$ cat src/rtl/encrypt_seq.sv
// Iterative PRESENT-80 encryption: one shared round and key-schedule stage, 4-phase req/ack front end.
// Optional build macro ENCRYPT_SEQ_ZEROISE_EN clears key-dependent state once each transaction completes.

module round (
    input  logic [63:0] state_in,
    input  logic [79:0] key_in,
    output logic [63:0] state_out
);
    function automatic logic [3:0] sbox(input logic [3:0] x);
        logic [3:0] y;
        case (x)
            4'h0:    y = 4'hC;
            4'h1:    y = 4'h5;
            4'h2:    y = 4'h6;
            4'h3:    y = 4'hB;
            4'h4:    y = 4'h9;
            4'h5:    y = 4'h0;
            4'h6:    y = 4'hA;
            4'h7:    y = 4'hD;
            4'h8:    y = 4'h3;
            4'h9:    y = 4'hE;
            4'hA:    y = 4'hF;
            4'hB:    y = 4'h8;
            4'hC:    y = 4'h4;
            4'hD:    y = 4'h7;
            4'hE:    y = 4'h1;
            4'hF:    y = 4'h2;
            default: y = 4'h0;
        endcase
        return y;
    endfunction

    logic [63:0] mixed_s;
    logic [63:0] subst_s;

    // Add round key, substitute every nibble, then bit-permute (bit j -> 16*j mod 63, bit 63 fixed).
    always_comb begin
        mixed_s   = state_in ^ key_in[79:16];
        subst_s   = 64'd0;
        state_out = 64'd0;
        for (int n = 0; n < 16; n++) begin
            subst_s[4*n +: 4] = sbox(mixed_s[4*n +: 4]);
        end
        for (int j = 0; j < 63; j++) begin
            state_out[(j * 16) % 63] = subst_s[j];
        end
        state_out[63] = subst_s[63];
    end
endmodule

module key_schedule (
    input  logic [79:0] key_in,
    input  logic [4:0]  round_idx,
    output logic [79:0] key_out
);
    function automatic logic [3:0] sbox(input logic [3:0] x);
        logic [3:0] y;
        case (x)
            4'h0:    y = 4'hC;
            4'h1:    y = 4'h5;
            4'h2:    y = 4'h6;
            4'h3:    y = 4'hB;
            4'h4:    y = 4'h9;
            4'h5:    y = 4'h0;
            4'h6:    y = 4'hA;
            4'h7:    y = 4'hD;
            4'h8:    y = 4'h3;
            4'h9:    y = 4'hE;
            4'hA:    y = 4'hF;
            4'hB:    y = 4'h8;
            4'hC:    y = 4'h4;
            4'hD:    y = 4'h7;
            4'hE:    y = 4'h1;
            4'hF:    y = 4'h2;
            default: y = 4'h0;
        endcase
        return y;
    endfunction

    logic [79:0] rot_s;

    // Rotate left by 61, substitute the top nibble, fold the round counter into bits 19..15.
    always_comb begin
        rot_s          = {key_in[18:0], key_in[79:19]};
        key_out        = rot_s;
        key_out[79:76] = sbox(rot_s[79:76]);
        key_out[19:15] = rot_s[19:15] ^ round_idx;
    end
endmodule

module key_addition (
    input  logic [63:0] state_in,
    input  logic [79:0] key_in,
    output logic [63:0] state_out
);
    assign state_out = state_in ^ key_in[79:16];
endmodule

module encrypt_seq (
    input  logic        clk,
    input  logic        rst,
    input  logic        req,
    output logic        ack,
    input  logic [79:0] k,
    input  logic [63:0] m,
    output logic [63:0] c
);
    localparam int N_K = 80;
    localparam int N_B = 64;

    typedef enum logic [1:0] {
        IDLE = 2'd0,
        RUN  = 2'd1,
        FIN  = 2'd2,
        DONE = 2'd3
    } state_t;

    state_t         state_r;
    state_t         next_state_s;
    logic [N_B-1:0] r_r;
    logic [N_K-1:0] key_r;
    logic [4:0]     i_r;
    logic           ack_r;
    logic [N_B-1:0] c_r;

    logic [N_B-1:0] round_out_s;
    logic [N_K-1:0] key_next_s;
    logic [N_B-1:0] whitened_s;

    round u_round (
        .state_in  (r_r),
        .key_in    (key_r),
        .state_out (round_out_s)
    );

    key_schedule u_key_schedule (
        .key_in    (key_r),
        .round_idx (i_r),
        .key_out   (key_next_s)
    );

    key_addition u_key_addition (
        .state_in  (r_r),
        .key_in    (key_r),
        .state_out (whitened_s)
    );

    // State register.
    always_ff @(posedge clk or posedge rst) begin
        if (rst) begin
            state_r <= IDLE;
        end else begin
            state_r <= next_state_s;
        end
    end

    // Next-state logic; a new capture needs req seen low in DONE first.
    always_comb begin
        next_state_s = state_r;
        case (state_r)
            IDLE: begin
                if (req) next_state_s = RUN;
                else     next_state_s = IDLE;
            end
            RUN: begin
                if (i_r == 5'd31) next_state_s = FIN;
                else              next_state_s = RUN;
            end
            FIN:  next_state_s = DONE;
            DONE: begin
                if (!req) next_state_s = IDLE;
                else      next_state_s = DONE;
            end
            default: next_state_s = IDLE;
        endcase
    end

    // Datapath and handshake registers; reset aborts any computation in flight.
    always_ff @(posedge clk or posedge rst) begin
        if (rst) begin
            r_r   <= 64'd0;
            key_r <= 80'd0;
            i_r   <= 5'd0;
            ack_r <= 1'b0;
            c_r   <= 64'd0;
        end else begin
            case (state_r)
                IDLE: begin
                    if (req) begin
                        r_r   <= m;
                        key_r <= k;
                        i_r   <= 5'd1;
                    end
                end
                RUN: begin
                    r_r   <= round_out_s;
                    key_r <= key_next_s;
                    // Counter parks at 31 so it never wraps.
                    if (i_r != 5'd31) i_r <= i_r + 5'd1;
                end
                FIN: begin
                    c_r   <= whitened_s;
                    ack_r <= 1'b1;
`ifdef ENCRYPT_SEQ_ZEROISE_EN
                    r_r   <= 64'd0;
                    key_r <= 80'd0;
`endif
                end
                DONE: begin
                    if (!req) begin
                        ack_r <= 1'b0;
`ifdef ENCRYPT_SEQ_ZEROISE_EN
                        c_r   <= 64'd0;
`endif
                    end
                end
                default: begin
                    ack_r <= 1'b0;
                end
            endcase
        end
    end

    assign ack = ack_r;
    assign c   = c_r;
endmodule

$ cat config.mk
export PLATFORM = sky130hd
export DESIGN_NAME = encrypt_seq
export DESIGN_NICKNAME = d
export VERILOG_FILES = /design/src/rtl/encrypt_seq.sv
export SDC_FILE = /design/constraint.sdc
export NUM_CORES = 1
export LEC_CHECK = 0
export CORE_ASPECT_RATIO = 0.75
export CORE_MARGIN = 3
export CORE_UTILIZATION = 61
export CTS_BUF_LIST = sky130_fd_sc_hd__clkbuf_2 sky130_fd_sc_hd__clkbuf_4 sky130_fd_sc_hd__clkbuf_8
export DETAILED_ROUTE_END_ITERATION = 8
export PLACE_DENSITY_LB_ADDON = 0.25
export SYNTH_ARGS = -nofsm -noshare
export SYNTH_HDL_FRONTEND = slang
export SYNTH_HIERARCHICAL = 1
export SYNTH_SLANG_ARGS = --single-unit
$ cat constraint.sdc
create_clock -name clk -period 11.1 [get_ports clk]
set_input_delay 2.22 -clock clk [delete_from_list [all_inputs] [get_ports clk]]
set_output_delay 2.22 -clock clk [all_outputs]
set_load 0.01 [all_outputs]
==> results.py <==
metrics = {
    "clock_tree": {
        "clk_latency_ns": 0.53,
        "post-cts-setup-buffers": 0,
        "clk_path_buf_depth": 3,
        "cts_tree": "built",
        "cts_resized": 0,
        "cts_num_sinks": 216,
        "cts_root_buf": "clkbuf_8",
        "cts_buffers": 36,
        "htreeDepth": 2,
        "holdBufCountCts": 0,
        "path_clk_slew_ns": 0.06,
    },
    "route": {
        "vias": 10004,
        "met3WireLength_um": 2810,
        "drt-met1-wl_um": 16500,
        "routed_wl_um": 36600,
        "highest_layer": "met4",
        "dr.pass1.iters": 7,
        "vias_per_cell": 5.77,
        "wire_per_inst_um": 21.1,
        "drc": 0,
        "wl_met2_um": 16100,
        "postRouteAntennaNets": 0,
        "drtIter0Drc": 1041,
    },
    "synth": {
        "synth_seq_cells": 216,
        "synthAdderAreaFrac_pct": 4.98,
        "synth_area_leaders": "dfrtp_1 39%, mux2i_1 14%, xor2_1 5.6%",
        "ys_seq_area_share_pct": 39.1,
        "synth.most_common_cell": "dfrtp_1",
        "yosys.area.top_type_share_pct": 39.1,
        "muxShareOfSynthArea_pct": 22.8,
        "synth_edf_count": 0,
        "synthSimpleGateAreaFrac_pct": 5.35,
        "ys_warn_count": 6,
        "synth_compound_area_share_pct": 8.66,
        "synth_ff_type": "dfrtp_1",
        "post-synth-top-area-cell": "dfrtp_1",
        "synth_cells": 1287,
        "synth_commonest_cells": "216 x dfrtp_1, 187 x mux2i_1, 153 x nand2_1, 108 x o21ai_0, 89 x xor2_1",
        "yosysUniqueCellTypes": 42,
        "syn-num-nets": 1489,
        "syn_area_per_cell_um2": 10.7,
        "synth_top_family_by_area": "multiplexers",
        "syn-cell-area_um2": 13800,
        "synth-xor-area-share_pct": 10.8,
        "async_flop_share_pct": 100,
    },
    "cells_and_area": {
        "syn2layout_area_growth_pct": 17.9,
        "drive_gt1_share_pct": 12.4,
        "n_fill_cell": 1580,
        "antennaDiodeCount": 0,
        "finalNetCount": 1615,
    },
    "setup_path": {
        "cp.required_ns": 11.60,
        "r2r-start": "state_r[0]$_DFF_PP0_",
        "path_max_fanout": 137,
        "r2r_slack_ns": 7.20,
        "endpoint_kind": "async pin",
        "crit_arrival_ns": 4.47,
        "crit_path_cell_trace": "clkdlybuf4s50_1, inv_8, buf_4",
        "worstSetupPathType": "input port to async pin",
        "rr_endpoint": "key_r[22]$_DFFE_PP0P_",
        "cpPeakStageDelay_ns": 0.91,
        "critPathSlowestCell": "buf_4",
        "reg2regPathDepth": 5,
        "startpoint_type": "input port",
    },
    "job": {
        "maxCapViolCount": 0,
    },
    "outcome": {
        "status": "finished clean",
    },
    "sta": {
        "setup_violations": 0,
        "fmax_mhz": 252,
        "rsz0062_at_grt": "false",
        "hold_viol_final": 0,
        "min_period_ns": 3.97,
        "maxSlewHeadroom_pct": 27.0,
        "min_period_over_period_pct": 35.7,
        "fin_setup_tns_ns": 0,
        "slew_violations": 0,
        "tightest_slew_ns": 1.09,
        "finalClockSkew_ns": 0.0166,
    },
    "floorplanning": {
        "io_pins": 212,
        "initial_core_util_pct": 62.3,
        "die-area_um2": 24500,
        "die_w_um": 180,
        "core-area_um2": 22200,
        "rows": 47,
        "die_h_um": 136,
    },
    "global_routing": {
        "grt_start_max_net_pins": 292,
        "antenna_found_initial": 0,
        "grt_pass1_vias": 9777,
        "grtUsageTotal_pct": 29.4,
        "grt_pass1_wl_um": 55100,
        "gr-total-overflow": 0,
    },
    "placed_design": {
        "gp_congestion": 0.957,
        "io_buffer_count": 211,
        "place_hpwl_um": 27200,
    },
    "hold_path": {
        "worstHoldPathType": "flip-flop to flip-flop",
        "hold_start": "c[48]$_DFFE_PP0P_",
        "hold_path_end": "c[48]$_DFFE_PP0P_",
        "hold_depth": 1,
    },
}
[per-stage QoR]
stage	std cells	utilization (%)	hold WS, ns	setup WS (ns)	area [µm²]
after floorplan	1287	-	0.451	2.97	13800
after detailed placement	1669	69.8	0.477	6.50	15500
after global routing	1733	73.5	0.508	6.81	16300
after CTS	1733	73.5	0.491	7.09	16300
final	1733	73.5	0.488	7.13	16300
after global placement	1669	69.8	0.468	6.53	15500
[layout make-up]
type | instances | area (µm²) | area share (%)
multi-input combinational | 874 | 7280 | 44.7
clock inverter | 3 | 45.0 | 0.276
timing repair buffer | 216 | 2160 | 13.3
inverter | 69 | 267 | 1.64
tap | 294 | 368 | 2.26
sequential | 216 | 5410 | 33.2
clock buffer | 61 | 764 | 4.69
[cells in the final DEF, fill, tap and decap left out, types with 6 or more instances in the layout]
master / count
clkbuf_4: 12
clkbuf_8: 49
clkdlybuf4s50_1: 211
dfrtp_1: 216
ha_1: 55
inv_1: 68
mux2_2: 64
mux2i_1: 187
mux4_1: 12
mux4_2: 8
nand2_1: 153
nand3_1: 14
o211ai_1: 13
o21ai_0: 108
o21ai_1: 58
o221a_2: 13
xnor2_1: 43
xnor2_2: 6
xor2_1: 89
xor2_2: 15
[worst max-delay path, delay by kind of cell]
| kind | cells | cell delay [ns] |
|---|---|---|
| buffers and inverters | 3 | 2.06 |
[registers in the layout, indices dropped and copies added, names as in the netlist]
register and flops:
key_r 80, c 64, r_r 64, i_r 5
state_r 2, ack 1
[worst max-delay path by stage]
stage	start	end	slack (ns)
global route	rst	key_r[47]$_DFFE_PP0P_	6.81
global placement	rst	r_r[31]$_DFFE_PP0P_	6.53
CTS	rst	r_r[49]$_DFFE_PP0P_	7.09
finish	rst	r_r[49]$_DFFE_PP0P_	7.13
detailed placement	rst	r_r[58]$_DFFE_PP0P_	6.50
floorplan	rst	ack$_DFFE_PP0P_	2.97
[logic make-up after synthesis]
| kind of cell | count (synthesis) |
|---|---|
| AO/OA/AOI/OAI | 208 |
| XOR/XNOR | 153 |
| adder cells (fa/ha/maj) | 55 |
| buffers and inverters | 197 |
| flip-flops | 216 |
| multiplexers | 276 |
| AND/OR/NAND/NOR | 182 |
[routing by layer]
layer	vias up	global-route usage, %
li1	4630	-
met1	4928	42.5
met2	379	44.8
met3	67	5.40
met4	0	10.6
met5	-	0
Power is not shown: default switching activity piles up to over one toggle a cycle in this logic, so the estimate is an artifact.
